===== src/rtl/data_bus_master_mux_if.sv =====
// rtl/data_bus_master_mux_if.sv - OBI-style data bus interface used by the master mux ports
interface ibex_data_bus;
  logic        req;
  logic        gnt;
  logic [31:0] addr;
  logic        we;
  logic [3:0]  be;
  logic [31:0] wdata;
  logic        rvalid;
  logic        err;
  logic [31:0] rdata;

  modport master (
    output req, addr, we, be, wdata,
    input  gnt, rvalid, err, rdata
  );

  modport slave (
    input  req, addr, we, be, wdata,
    output gnt, rvalid, err, rdata
  );
endinterface


===== src/rtl/data_bus_master_mux.sv =====
// rtl/data_bus_master_mux.sv - two-master to one-slave data bus arbiter with in-order response routing
// Optional round-robin arbitration between the masters: define DATA_BUS_MASTER_MUX_ROUND_ROBIN_EN.
module data_bus_master_mux #(
  parameter int unsigned OUTSTANDING_DEPTH = 2
) (
  input  logic         clk,
  input  logic         rst_n,
  ibex_data_bus.slave  m0_bus,
  ibex_data_bus.slave  m1_bus,
  ibex_data_bus.master s_bus,
  output logic         busy
);

  localparam int unsigned PTR_W = (OUTSTANDING_DEPTH > 1) ? $clog2(OUTSTANDING_DEPTH) : 1;
  localparam int unsigned CNT_W = $clog2(OUTSTANDING_DEPTH + 1);

  // IDLE: free to arbitrate; LOCKED: a request is on the bus waiting for gnt
  typedef enum logic {
    ARB_IDLE   = 1'b0,
    ARB_LOCKED = 1'b1
  } arb_state_e;

  arb_state_e state_q, state_d;

  // Selected master: 0 = m0 (core), 1 = m1 (secondary)
  logic sel_q, sel_d;
  logic sel_req;
  logic s_req;

  // ID FIFO remembering which master owns each granted-but-unanswered transaction
  logic [OUTSTANDING_DEPTH-1:0] id_mem_q;
  logic [PTR_W-1:0]             wr_ptr_q, rd_ptr_q;
  logic [CNT_W-1:0]             count_q;
  logic                         fifo_empty, fifo_full;
  logic                         push, pop;
  logic                         head_id;
  logic                         route0, route1;

`ifdef DATA_BUS_MASTER_MUX_ROUND_ROBIN_EN
  logic rr_ptr_q;
`endif

  function automatic logic [PTR_W-1:0] ptr_inc(input logic [PTR_W-1:0] p);
    if (p == PTR_W'(OUTSTANDING_DEPTH - 1)) begin
      return '0;
    end
    return p + PTR_W'(1);
  endfunction

  assign fifo_empty = (count_q == '0);
  assign fifo_full  = (count_q == CNT_W'(OUTSTANDING_DEPTH));
  assign head_id    = id_mem_q[rd_ptr_q];

  // Choose the master that drives the slave bus; frozen while a request waits for gnt
  always_comb begin
    sel_d = sel_q;
    if (state_q == ARB_IDLE) begin
      if (m0_bus.req && m1_bus.req) begin
`ifdef DATA_BUS_MASTER_MUX_ROUND_ROBIN_EN
        sel_d = rr_ptr_q;
`else
        sel_d = 1'b0;
`endif
      end else if (m0_bus.req) begin
        sel_d = 1'b0;
      end else if (m1_bus.req) begin
        sel_d = 1'b1;
      end
    end
  end

  assign sel_req = sel_d ? m1_bus.req : m0_bus.req;

  // A full FIFO blocks new requests unless a response frees a slot in the same cycle.
  // Gating with rst_n keeps the slave request quiet while reset is held.
  assign s_req = sel_req & ~(fifo_full & ~s_bus.rvalid) & rst_n;

  assign push = s_req & s_bus.gnt;
  assign pop  = s_bus.rvalid & ~fifo_empty;

  // Request path: straight combinational mux from the selected master
  assign s_bus.req   = s_req;
  assign s_bus.addr  = sel_d ? m1_bus.addr  : m0_bus.addr;
  assign s_bus.we    = sel_d ? m1_bus.we    : m0_bus.we;
  assign s_bus.be    = sel_d ? m1_bus.be    : m0_bus.be;
  assign s_bus.wdata = sel_d ? m1_bus.wdata : m0_bus.wdata;

  assign m0_bus.gnt = s_bus.gnt & s_req & ~sel_d;
  assign m1_bus.gnt = s_bus.gnt & s_req &  sel_d;

  // Response path: FIFO head names the owner; an empty FIFO drops spurious responses
  assign route0 = ~fifo_empty & ~head_id;
  assign route1 = ~fifo_empty &  head_id;

  assign m0_bus.rvalid = pop & ~head_id;
  assign m1_bus.rvalid = pop &  head_id;
  assign m0_bus.err    = route0 & s_bus.err;
  assign m1_bus.err    = route1 & s_bus.err;
  assign m0_bus.rdata  = route0 ? s_bus.rdata : 32'b0;
  assign m1_bus.rdata  = route1 ? s_bus.rdata : 32'b0;

  assign busy = ~fifo_empty | s_req;

  // Lock next-state: hold the selection while the slave has not granted the request
  always_comb begin
    state_d = state_q;
    case (state_q)
      ARB_IDLE: begin
        if (s_req && !s_bus.gnt) begin
          state_d = ARB_LOCKED;
        end
      end
      ARB_LOCKED: begin
        if (s_bus.gnt || !s_req) begin
          state_d = ARB_IDLE;
        end
      end
      default: state_d = ARB_IDLE;
    endcase
  end

  // Lock state and last selection registers
  always_ff @(posedge clk or negedge rst_n) begin
    if (!rst_n) begin
      state_q <= ARB_IDLE;
      sel_q   <= 1'b0;
    end else begin
      state_q <= state_d;
      sel_q   <= sel_d;
    end
  end

  // ID FIFO: push the owner on every accepted grant, pop on every routed response
  always_ff @(posedge clk or negedge rst_n) begin
    if (!rst_n) begin
      id_mem_q <= '0;
      wr_ptr_q <= '0;
      rd_ptr_q <= '0;
      count_q  <= '0;
    end else begin
      if (push) begin
        id_mem_q[wr_ptr_q] <= sel_d;
        wr_ptr_q           <= ptr_inc(wr_ptr_q);
      end
      if (pop) begin
        rd_ptr_q <= ptr_inc(rd_ptr_q);
      end
      case ({push, pop})
        2'b10:   count_q <= count_q + CNT_W'(1);
        2'b01:   count_q <= count_q - CNT_W'(1);
        default: count_q <= count_q;
      endcase
    end
  end

`ifdef DATA_BUS_MASTER_MUX_ROUND_ROBIN_EN
  // Round-robin pointer: hand priority to the other master after each accepted grant
  always_ff @(posedge clk or negedge rst_n) begin
    if (!rst_n) begin
      rr_ptr_q <= 1'b0;
    end else if (push) begin
      rr_ptr_q <= ~rr_ptr_q;
    end
  end
`endif

endmodule


===== src/flat_wrapper.sv =====
// flat-port wrapper written by rule: the top's interface ports become plain ports
module data_bus_master_mux_flat 
#(
  parameter int unsigned OUTSTANDING_DEPTH = 2
)
  (clk, rst_n, busy, m0_bus_req, m0_bus_addr, m0_bus_we, m0_bus_be, m0_bus_wdata, m0_bus_gnt, m0_bus_rvalid, m0_bus_err, m0_bus_rdata, m1_bus_req, m1_bus_addr, m1_bus_we, m1_bus_be, m1_bus_wdata, m1_bus_gnt, m1_bus_rvalid, m1_bus_err, m1_bus_rdata, s_bus_req, s_bus_addr, s_bus_we, s_bus_be, s_bus_wdata, s_bus_gnt, s_bus_rvalid, s_bus_err, s_bus_rdata);
  ibex_data_bus m0_bus_i ();
  ibex_data_bus m1_bus_i ();
  ibex_data_bus s_bus_i ();
  input  logic clk;
  input  logic rst_n;
  output logic busy;
  input wire logic [$bits(m0_bus_i.req)-1:0] m0_bus_req;
  input wire logic [$bits(m0_bus_i.addr)-1:0] m0_bus_addr;
  input wire logic [$bits(m0_bus_i.we)-1:0] m0_bus_we;
  input wire logic [$bits(m0_bus_i.be)-1:0] m0_bus_be;
  input wire logic [$bits(m0_bus_i.wdata)-1:0] m0_bus_wdata;
  output wire logic [$bits(m0_bus_i.gnt)-1:0] m0_bus_gnt;
  output wire logic [$bits(m0_bus_i.rvalid)-1:0] m0_bus_rvalid;
  output wire logic [$bits(m0_bus_i.err)-1:0] m0_bus_err;
  output wire logic [$bits(m0_bus_i.rdata)-1:0] m0_bus_rdata;
  input wire logic [$bits(m1_bus_i.req)-1:0] m1_bus_req;
  input wire logic [$bits(m1_bus_i.addr)-1:0] m1_bus_addr;
  input wire logic [$bits(m1_bus_i.we)-1:0] m1_bus_we;
  input wire logic [$bits(m1_bus_i.be)-1:0] m1_bus_be;
  input wire logic [$bits(m1_bus_i.wdata)-1:0] m1_bus_wdata;
  output wire logic [$bits(m1_bus_i.gnt)-1:0] m1_bus_gnt;
  output wire logic [$bits(m1_bus_i.rvalid)-1:0] m1_bus_rvalid;
  output wire logic [$bits(m1_bus_i.err)-1:0] m1_bus_err;
  output wire logic [$bits(m1_bus_i.rdata)-1:0] m1_bus_rdata;
  output wire logic [$bits(s_bus_i.req)-1:0] s_bus_req;
  output wire logic [$bits(s_bus_i.addr)-1:0] s_bus_addr;
  output wire logic [$bits(s_bus_i.we)-1:0] s_bus_we;
  output wire logic [$bits(s_bus_i.be)-1:0] s_bus_be;
  output wire logic [$bits(s_bus_i.wdata)-1:0] s_bus_wdata;
  input wire logic [$bits(s_bus_i.gnt)-1:0] s_bus_gnt;
  input wire logic [$bits(s_bus_i.rvalid)-1:0] s_bus_rvalid;
  input wire logic [$bits(s_bus_i.err)-1:0] s_bus_err;
  input wire logic [$bits(s_bus_i.rdata)-1:0] s_bus_rdata;
  assign m0_bus_i.req = m0_bus_req;
  assign m0_bus_i.addr = m0_bus_addr;
  assign m0_bus_i.we = m0_bus_we;
  assign m0_bus_i.be = m0_bus_be;
  assign m0_bus_i.wdata = m0_bus_wdata;
  assign m0_bus_gnt = m0_bus_i.gnt;
  assign m0_bus_rvalid = m0_bus_i.rvalid;
  assign m0_bus_err = m0_bus_i.err;
  assign m0_bus_rdata = m0_bus_i.rdata;
  assign m1_bus_i.req = m1_bus_req;
  assign m1_bus_i.addr = m1_bus_addr;
  assign m1_bus_i.we = m1_bus_we;
  assign m1_bus_i.be = m1_bus_be;
  assign m1_bus_i.wdata = m1_bus_wdata;
  assign m1_bus_gnt = m1_bus_i.gnt;
  assign m1_bus_rvalid = m1_bus_i.rvalid;
  assign m1_bus_err = m1_bus_i.err;
  assign m1_bus_rdata = m1_bus_i.rdata;
  assign s_bus_req = s_bus_i.req;
  assign s_bus_addr = s_bus_i.addr;
  assign s_bus_we = s_bus_i.we;
  assign s_bus_be = s_bus_i.be;
  assign s_bus_wdata = s_bus_i.wdata;
  assign s_bus_i.gnt = s_bus_gnt;
  assign s_bus_i.rvalid = s_bus_rvalid;
  assign s_bus_i.err = s_bus_err;
  assign s_bus_i.rdata = s_bus_rdata;
  data_bus_master_mux #(.OUTSTANDING_DEPTH(OUTSTANDING_DEPTH)) u_core (.clk(clk), .rst_n(rst_n), .m0_bus(m0_bus_i), .m1_bus(m1_bus_i), .s_bus(s_bus_i), .busy(busy));
endmodule

===== config.mk =====
export PLATFORM = sky130hd
export DESIGN_NAME = data_bus_master_mux_flat
export DESIGN_NICKNAME = d
export VERILOG_FILES = /design/src/rtl/data_bus_master_mux_if.sv /design/src/rtl/data_bus_master_mux.sv /design/src/flat_wrapper.sv
export SDC_FILE = /design/constraint.sdc
export NUM_CORES = 1
export LEC_CHECK = 0
export CAP_MARGIN = 20
export CORE_AREA = 2 2 124 126
export CTS_CLUSTER_DIAMETER = 80
export CTS_CLUSTER_SIZE = 16
export DETAILED_ROUTE_END_ITERATION = 8
export DIE_AREA = 0 0 126 128
export PLACE_DENSITY = 0.56
export SETUP_SLACK_MARGIN = 0.3
export SLEW_MARGIN = 20
export SYNTH_ARGS = -nofsm -noshare
export SYNTH_HDL_FRONTEND = slang
export SYNTH_SLANG_ARGS = --single-unit
export TNS_END_PERCENT = 100

===== constraint.sdc =====
create_clock -name clk -period 2.1 [get_ports clk]
set_input_delay 0.21 -clock clk [delete_from_list [all_inputs] [get_ports clk]]
set_output_delay 0.21 -clock clk [all_outputs]
set_load 0.005 [all_outputs]

# Word level (Yosys, flattened, before mapping)
# Index checks and enable logic that the tools add are counted.
# W data, S select, Z words.
[word_totals]
ff_bits = 8
input_bits = 177
word_cells = 72
[op_classes]
add_sub_neg = 4
order_cmp = 3
eq_ne = 3
n_mux = 28
bitwise = 20
n_reduce_logical = 8
[op_table]
columns = ["cell", "n"]
rows = [
  ["$mux W32", 4],
  ["$mux W1", 19],
  ["$and A1 B1 Y1", 13],
  ["$not A1 Y1", 6],
  ["$eq A2 B2 Y1 const B", 2],
  ["$lt A1 B2 Y1 const B", 2],
  ["$mux W4", 1],
  ["$pmux W2 S2", 1],
  ["$logic_and A1 B1 Y1", 3],
  ["$add A1 B1 Y1 const B", 2],
  ["$add A2 B1 Y2 const B", 1],
  ["$bwmux W2", 1],
  ["$eq A2 B1 Y1 const B", 1],
  ["$logic_not A1 Y1", 2],
  ["$logic_not A2 Y1", 1],
  ["$pmux W1 S2", 1],
  ["$reduce_bool A2 Y1", 1],
  ["$sub A2 B1 Y2 const B", 1],
  ["$demux W1 S1", 1],
  ["$ge A1 B1 Y1 const B", 1],
  ["$logic_or A1 B1 Y1", 1],
  ["$or A1 B1 Y1", 1],
]

# Longest topological paths before layout
# Gate-level depths: netlist of run 1.
[depth]
word_depth = 11
depth_mapped = 6
mapped_depth_nobuf = 6

# Worst setup path after synthesis of run 1
# Ideal clock, no wire load.
[synth_path]
path_kind = "register to register"
from = "register u_core.sel_q"
to = "register u_core.count_q[1]"
setup_ns = 0.079
arrival_time_ns = 1.611
required_time_ns = 2.021
slack_ns = 0.410
stages_incl_launch_ff = 6
n_path_buf = 0
path_cell_list = "dfrtp_1 mux2i_1 a2111o_1 ha_1 nor2_1 xor2_1"
[synth_via]
elab_chain_len = 10
elab_cells_between_ends = 12
classes_between = "eq/ne: 2; mux: 6; bitwise: 3; reduce/logical: 1"
[synth_rtl]
columns = ["element", "line", "text"]
rows = [
  ["start: declaration", "data_bus_master_mux.sv:26", "logic sel_q, sel_d;"],
  ["start signal: assignment", "data_bus_master_mux.sv:129", "sel_q <= sel_d;"],
  ["$mux W1", "data_bus_master_mux.sv:66", "end else if (m1_bus.req) begin"],
  ["$mux W1", "data_bus_master_mux.sv:64", "end else if (m0_bus.req) begin"],
  ["$mux W1", "data_bus_master_mux.sv:58", "if (m0_bus.req && m1_bus.req) begin"],
  ["$mux W1 (*)", "data_bus_master_mux.sv:57", "if (state_q == ARB_IDLE) begin"],
  ["$mux W1 (*)", "data_bus_master_mux.sv:72", "assign sel_req = sel_d ? m1_bus.req : m0_bus.req;"],
  ["$and A1 B1 Y1 (*) (2 in a row)", "data_bus_master_mux.sv:76", "assign s_req = sel_req & ~(fifo_full & ~s_bus.rvalid) & rst_n;"],
  ["$and A1 B1 Y1 (*)", "data_bus_master_mux.sv:78", "assign push = s_req & s_bus.gnt;"],
  ["$eq A2 B1 Y1 or $eq A2 B2 Y1 (tied branches)", "data_bus_master_mux.sv:148", "case ({push, pop})"],
  ["$pmux W2 S2 or $reduce_bool A2 Y1 (tied branches)", "-", ""],
  ["end signal: assignment", "data_bus_master_mux.sv:149", "2'b10: count_q <= count_q + CNT_W'(1);"],
  ["end signal: assignment", "data_bus_master_mux.sv:150", "2'b01: count_q <= count_q - CNT_W'(1);"],
  ["end signal: assignment", "data_bus_master_mux.sv:151", "default: count_q <= count_q;"],
  ["end: declaration", "data_bus_master_mux.sv:33", "logic [CNT_W-1:0] count_q;"],
]
# Every way passes the cells marked *; elsewhere a longest branch is shown, timed or not.
# A chain may end at the register's enable or synchronous reset.

# Final worst setup path of run 1
[layout_path]
from = "register u_core.state_q"
to = "output s_bus_addr[23]"
[layout_via]
elab_chain_len = 2
[layout_rtl]
columns = ["element", "line", "text"]
rows = [
  ["start: declaration", "data_bus_master_mux.sv:23", "arb_state_e state_q, state_d;"],
  ["start signal: assignment", "data_bus_master_mux.sv:128", "state_q <= state_d;"],
  ["$mux W1", "data_bus_master_mux.sv:57", ""],
  ["$mux W32", "data_bus_master_mux.sv:83", "assign s_bus.addr = sel_d ? m1_bus.addr : m0_bus.addr;"],
  ["end: declaration", "flat_wrapper.sv:32", "output wire logic [$bits(s_bus_i.addr)-1:0] s_bus_addr;"],
]
# No other way between the ends.

==> impl_metrics.csv, run 1 <==
group,metric,value,unit
run_status,status,"complete, no violations",
die,core_area,14900,um^2
worst_setup_path,cp-end-kind,"output pin",
pwr,p_per_area,796,nW/um^2
sta,min_period,2.00,ns
place,post-dp-hpwl,9.06,mm
worst_setup_path,worst-path-max-fanout,5,
logic_synthesis,syn-num-nets,512,
clock_network,cts_tree,"done",
clock_network,cts_root_buffer,"clkbuf_16",
logic_synthesis,syn-cell-area,1700,um^2
detailed_routing,routedWlPerCell,15.8,um
cells_and_area,fillerInstances,1423,
flow_run,max-cap-violations,0,
place,gp_congestion,0.782,
detailed_routing,vias_per_cell,4.08,
sta,worstMarginPinSlew,0.371,ns
worst_setup_path,worstSetupPathType,"reg -> out",
grt,globalRouteMet1Util,14.7,%
grt,grt-busiest-layer,"met2",
logic_synthesis,ys_types,24,
die,num_io_pins,318,
sta,hold_viol_final,0,
sta,grt_setup_unrepaired,"yes",
worst_setup_path,crit_chain,"nor2b_4 -> o22ai_4 -> buf_6 -> buf_12 -> buf_12 -> clkbuf_16 -> buf_12 -> nand2_4 -> nand2_1 -> buf_2",
pwr,worst_ir_drop_vdd,547,uV
worst_setup_path,cp.required,1.89,ns
grt,grt_max_degree,35,
detailed_routing,drtIter0Drc,64,
sta,setup_viol_count_final,0,
sta,relSlewSlack,75.2,%
grt,grt_pass1_vias,3389,
logic_synthesis,synthCells,334,
grt,met3_usage,3.71,%
pwr,finalPower,5.48,mW
place,pre_cts_ws,-0.190,ns
worst_setup_path,cpPeakStageDelay,0.45,ns
sta,setup_slack,0.0979,ns
clock_network,cts_buffer_depth,2,
die,die_y,128,um
sta,final.setup_skew,0.00143,ns
die,initial_core_util,11.4,%
worst_setup_path,reg2reg_depth,8,
grt,use_met2,25.2,%
pwr,p_leak,3.77,nW
worst_setup_path,r2r-end,"u_core.count_q[1]",
detailed_routing,totalWireLength,14.5,mm
die,rows,45,
detailed_routing,via_count,3726,
worst_setup_path,crit_top_cell,"buf_12",
cells_and_area,nets,904,
logic_synthesis,synthFlopType,"dfrtp_1",
clock_network,clkLatencyLatePin,0.23,ns
worst_setup_path,crit_arrival,1.79,ns
logic_synthesis,synth-edff-count,0,
detailed_routing,drt.antenna.violating_nets,0,
die,die_w,126,um
worst_setup_path,reg2reg_slack,0.16,ns
grt,grt_pass1_wl,17.3,mm
detailed_routing,post-route-drc-count,0,
sta,slew_violations,0,
hold_path,hold_class,"in -> async",
die,dieArea,16100,um^2
clock_network,cts_sinks,8,
clock_network,clkTransAtPathRegs,0.04,ns
logic_synthesis,syn_avg_cell_area,5.09,um^2
detailed_routing,drtPass1Iterations,4,
place,io_buffers,317,
logic_synthesis,synth.ff_latch_count,8,
worst_setup_path,worstReg2RegStart,"u_core.state_q",
sta,clock.fmax,499,MHz
sta,timing.final.crit_share,95.3,%
logic_synthesis,synth-async-reset-ratio,100,%
worst_setup_path,startpoint_type,"flip-flop",
clock_network,cts_hold_buf,0,
logic_synthesis,ys_seq_area_share,11.8,%
clock_network,htreeDepth,1,
clock_network,cts_buffers,3,
worst_setup_path,cp_slowest_cell,"dfrtp_2",
grt,globalRouteOverflowTotal,0,
cells_and_area,syn2layout_area_growth,305,%
grt,antenna_found_initial,1,
cells_and_area,layout-drive-gt1-share,49.4,%
grt,grt.total_usage,13.3,%
logic_synthesis,yosysWarnings,0,
## placed cells by master (no fill, tap or decap), types with 12 or more instances in the layout
cell type          n
nand2_2           81
nand2_1          103
and2_4            34
buf_4             13
clkdlybuf4s50_1  173
clkbuf_16         12
buf_2             52
dlymetal6s2s_1    34
buf_6             84
nand2_4           24
and2_1            34
buf_12            17
## cells by family after synthesis
kind of cell | after synthesis | share of synthesized area [%]
simple gates | 287 | 74.2
buf+inv | 23 | 5.22
mux | 3 | 1.84
flops | 8 | 11.8
fa+ha+maj | 1 | 0.736
compound gates | 7 | 3.68
xor+xnor | 5 | 2.58
## worst max-delay path: cells and delay by family, from the launching register on
kind	cells	cell delay, ns
buf+inv	6	0.79
flops	1	0.45
simple gates	3	0.22
compound gates	1	0.09
## metal layers
metal	wire length [um]	vias to the layer above
met4	180	0
met5	0	-
li1	-	1797
met1	5090	1714
met3	1190	11
met2	8010	204
## cells in the mapped netlist (2+ instances only)
master	number	area (um^2)
xnor2_1	3	26.3
xor2_1	2	17.5
and2_1	68	425
nand2_1	208	781
inv_1	2	7.51
nor2b_1	3	18.8
clkbuf_1	18	67.6
mux2i_1	2	20.0
nor2_1	5	18.8
buf_2	2	10.0
dfrtp_1	8	200
## power breakdown
part	switching [mW]	internal (mW)	leakage (nW)
combinational	1.73	3.12	3.64
sequential	0.0830	0.222	0.0951
clock	0.0743	0.245	0.0370
total	1.89	3.59	3.77
## how the worst max path moves through the flow
stage	from	endpoint	slack [ns]	cells after the start
floorplan	u_core.sel_q	u_core.count_q[1]	0.41	5
global placement	m1_bus_req	s_bus_wdata[27]	-0.19	8
detailed placement	m1_bus_req	s_bus_wdata[27]	-0.19	8
CTS	u_core.state_q	s_bus_we	0.01	5
global route	u_core.rd_ptr_q	m1_bus_rdata[23]	0.04	9
finish	u_core.state_q	s_bus_addr[23]	0.1	10
## metrics by stage
| step | hold slack [ns] | instances | utilization (%) | area (um^2) | TNS (ns) |
|---|---|---|---|---|---|
| floorplan | -0.0856 | 334 | - | 1700 | 0 |
| global placement | 0.471 | 834 | 35.0 | 5200 | -9.47 |
| detailed placement | 0.476 | 834 | 35.0 | 5200 | -10.67 |
| CTS | 0.404 | 858 | 37.6 | 5600 | 0 |
| global route | 0.0199 | 913 | 46.3 | 6880 | 0 |
| finish | 0.0167 | 913 | 46.3 | 6880 | 0 |
## what timing repair did
| item | 4_1_cts | 5_1_grt |
|---|---|---|
| pin swaps | 40 | 88 |
| gates resized for setup | 341 | 396 |
| setup endpoints to repair | 143 | 140 |
| cloned | 7 | 14 |
| hold endpoints to repair | 0 | 0 |
| setup buffers | 14 | 40 |
## flip-flops by register name, summed over array words and instances, names as in the netlist
signal and count:
u_core.count_q 2, u_core.id_mem_q 2, u_core.rd_ptr_q 1, u_core.sel_q 1, u_core.state_q 1, u_core.wr_ptr_q 1
## area by class of cell
class | count | area [um^2] | area share, %
Timing Repair Buffer | 407 | 4380 | 63.7
Multi-Input combinational cell | 303 | 1960 | 28.5
Tap cell | 188 | 235 | 3.42
Sequential cell | 8 | 203 | 2.94
Clock buffer | 3 | 75.1 | 1.09
Inverter | 3 | 23.8 | 0.345
Antenna cell | 1 | 2.50 | 0.0364
Power figures use the tool's default switching activity.
==> run 2: changes to the inputs <==
TNS_END_PERCENT = not set   (was 100)
==> results of run 2 <==
Final layout, timing and power as in run 1 (identical DEF).
==> run 3: changes to the inputs <==
--- a/config.mk
+++ b/config.mk
@@ -15,3 +15,3 @@
 export SETUP_SLACK_MARGIN = 0.3
-export SLEW_MARGIN = 20
+export SLEW_MARGIN = 10
 export SYNTH_ARGS = -nofsm -noshare
--- a/constraint.sdc
+++ b/constraint.sdc
@@ -3,2 +3,2 @@
 set_output_delay 0.21 -clock clk [all_outputs]
-set_load 0.005 [all_outputs]
+set_load 0.01 [all_outputs]
==> run 3 against run 2 <==
  * Combinational power rose by 4.5%
  * Critical path depth fell by 3
  * Sequential share of layout area rose by 0.30 points
  * Utilization fell by 4.2 points
  * Final area fell by 9.1%
  * Flip-flop and latch count did not move
  * Clock-buffer cell count did not move
  * Critical path type unchanged
  * Critical endpoint is now s_bus_addr[24]
  * Largest cell class unchanged
==> impl_metrics.csv, run 3 (synthesis gave the netlist of run 1 again) <==
group,metric,value,unit
run_status,status,"complete, no violations",
sta,worstMarginPinSlew,0.335,ns
worst_setup_path,critPathBufInv,4,
sta,clock.fmax,535,MHz
worst_setup_path,endpoint,"s_bus_addr[24]",
clock_network,cts_sinks,8,
grt,globalRouteOverflowTotal,0,
worst_setup_path,crit_arrival,1.66,ns
grt,grt_pass1_wl,17.7,mm
detailed_routing,drtIter0Drc,48,
grt,grt_pass1_vias,3443,
clock_network,cts_buffers,3,
worst_setup_path,reg2reg_depth,7,
place,gp_congestion,0.793,
worst_setup_path,cpPeakStageDelay,0.44,ns
worst_setup_path,cp_slowest_cell,"dfrtp_2",
worst_setup_path,reg2reg_slack,0.30,ns
detailed_routing,via_count,3525,
place,pre_cts_ws,-0.233,ns
sta,timing.final.crit_share,89.1,%
die,num_io_pins,318,
die,core_area,14900,um^2
sta,grt_setup_unrepaired,"yes",
clock_network,clkTransAtPathRegs,0.04,ns
sta,setup_viol_count_final,0,
sta,fin_tns_setup,0,ns
die,die_y,128,um
grt,grt.total_usage,13.8,%
cells_and_area,final_common_cell,"clkdlybuf4s50_1",
pwr,combPwrFrac,89.1,%
pwr,p_leak,3.14,nW
pwr,share_seq_of_total_power,5.3,%
worst_setup_path,cp.required,1.89,ns
worst_setup_path,r2r-end,"u_core.count_q[1]",
pwr,swShare,38.0,%
clock_network,htreeDepth,1,
die,die_w,126,um
pwr,power_frac_clock,5.6,%
sta,min_period,1.87,ns
flow_run,max-cap-violations,0,
worst_setup_path,worst-path-max-fanout,5,
die,rows,45,
cells_and_area,layout-drive-gt1-share,46.0,%
cells_and_area,final_cell_mix,"clkdlybuf4s50_1, nand2_1, buf_6",
clock_network,cts_tree,"done",
pwr,finalPower,5.69,mW
cells_and_area,fillerInstances,1510,
cells_and_area,syn2layout_area_growth,268,%
detailed_routing,routedWlPerCell,15.8,um
worst_setup_path,cp-end-kind,"output pin",
detailed_routing,post-route-drc-count,0,
place,post-dp-hpwl,9.17,mm
sta,slew_violations,0,
grt,grt_max_degree,20,
clock_network,cts_root_buffer,"clkbuf_16",
hold_path,hold_class,"in -> async",
pwr,worst_ir_drop_vdd,499,uV
worst_setup_path,setup.worst_path.start,"u_core.state_q",
worst_setup_path,crit_cells,7,
worst_setup_path,crit_family,"buffers and inverters",
sta,fin_hold_ws,0.112,ns
worst_setup_path,worstReg2RegStart,"u_core.state_q",
pwr,power.switching,2.16,mW
detailed_routing,totalWireLength,13.8,mm
cells_and_area,nets,869,
detailed_routing,drtPass1Iterations,4,
cells_and_area,reg_top3,"u_core.count_q x2, u_core.id_mem_q x2",
die,dieArea,16100,um^2
sta,final.setup_skew,0.000627,ns
worst_setup_path,crit_top_cell,"nand2_1",
pwr,p_per_area,910,nW/um^2
sta,setup_slack,0.229,ns
detailed_routing,vias_per_cell,4.02,
clock_network,cts_buffer_depth,2,
cells_and_area,n_antenna_cell,0,
place,io_buffers,317,
grt,antenna_found_initial,0,
worst_setup_path,crit_chain,"o22ai_4 -> buf_12 -> clkinv_16 -> bufbuf_16 -> nand2_1 -> nand2_1 -> buf_2",
sta,relSlewSlack,77.6,%
sta,hold_viol_final,0,
detailed_routing,drt.antenna.violating_nets,0,
pwr,p_int,3.53,mW
clock_network,clkLatencyLatePin,0.23,ns
clock_network,cts_hold_buf,0,
worst_setup_path,worstSetupPathType,"reg -> out",
worst_setup_path,startpoint_type,"flip-flop",
die,initial_core_util,11.4,%
==> run 3: layout make-up <==
| type | instances | area [um^2] | area share, % |
|---|---|---|---|
| flip-flops and latches | 8 | 203 | 3.24 |
| well taps | 188 | 235 | 3.76 |
| clock buffers | 3 | 75.1 | 1.20 |
| multi-input cells | 303 | 1860 | 29.7 |
| repair inverters | 1 | 11.3 | 0.180 |
| repair buffers | 371 | 3840 | 61.4 |
| inverters | 3 | 37.5 | 0.600 |
==> run 3: worst min-delay path by stage <==
stage                               endpoint  cells after the start
after floorplan            u_core.count_q[0]                      0
after global placement    u_core.id_mem_q[0]                      2
after detailed placement   u_core.count_q[1]                      1
after CTS                 u_core.id_mem_q[0]                      2
after global routing          u_core.state_q                      2
final                        u_core.rd_ptr_q                      2
==> run 3: timing repair <==
item / 4_1_cts / 5_1_grt
buffers inserted: 13 / 6
setup endpoints to repair: 143 / 119
cloned: 11 / 11
pin swaps: 16 / 90
gates resized for setup: 582 / 213
==> run 3: worst reg2reg max path, cell delays in order, from the launching register on <==
cell and delay (ns):
dfrtp_2 0.44, buf_6 0.13, a2111o_1 0.45, buf_6 0.15
ha_4 0.15, xnor2_2 0.13, nor2_1 0.07, xor2_1 0.15
==> run 3: per-layer routing <==
layer	share of wire, %	global-route usage [%]	vias up
met3	7.6	3.09	16
met5	0	0	-
met2	56	28.3	203
met4	1.3	3.30	0
met1	35	13.9	1585
li1	-	-	1721
==> run 3: metrics by stage <==
stage | cell area [um^2] | util, % | cells
finish | 6260 | 42.1 | 877
floorplan | 1700 | - | 334
CTS | 5370 | 36.1 | 860
global placement | 5210 | 35.0 | 833
detailed placement | 5210 | 35.0 | 833
global route | 6260 | 42.1 | 877
==> run 3: power by group through the flow <==
stage	logic, mW	clock network, mW	registers [mW]
global route	5.37	0.335	0.313
global placement	3.49	0	0.275
finish	5.07	0.319	0.304
floorplan	1.37	0	0.265
detailed placement	3.51	0	0.277
CTS	3.66	0.326	0.301
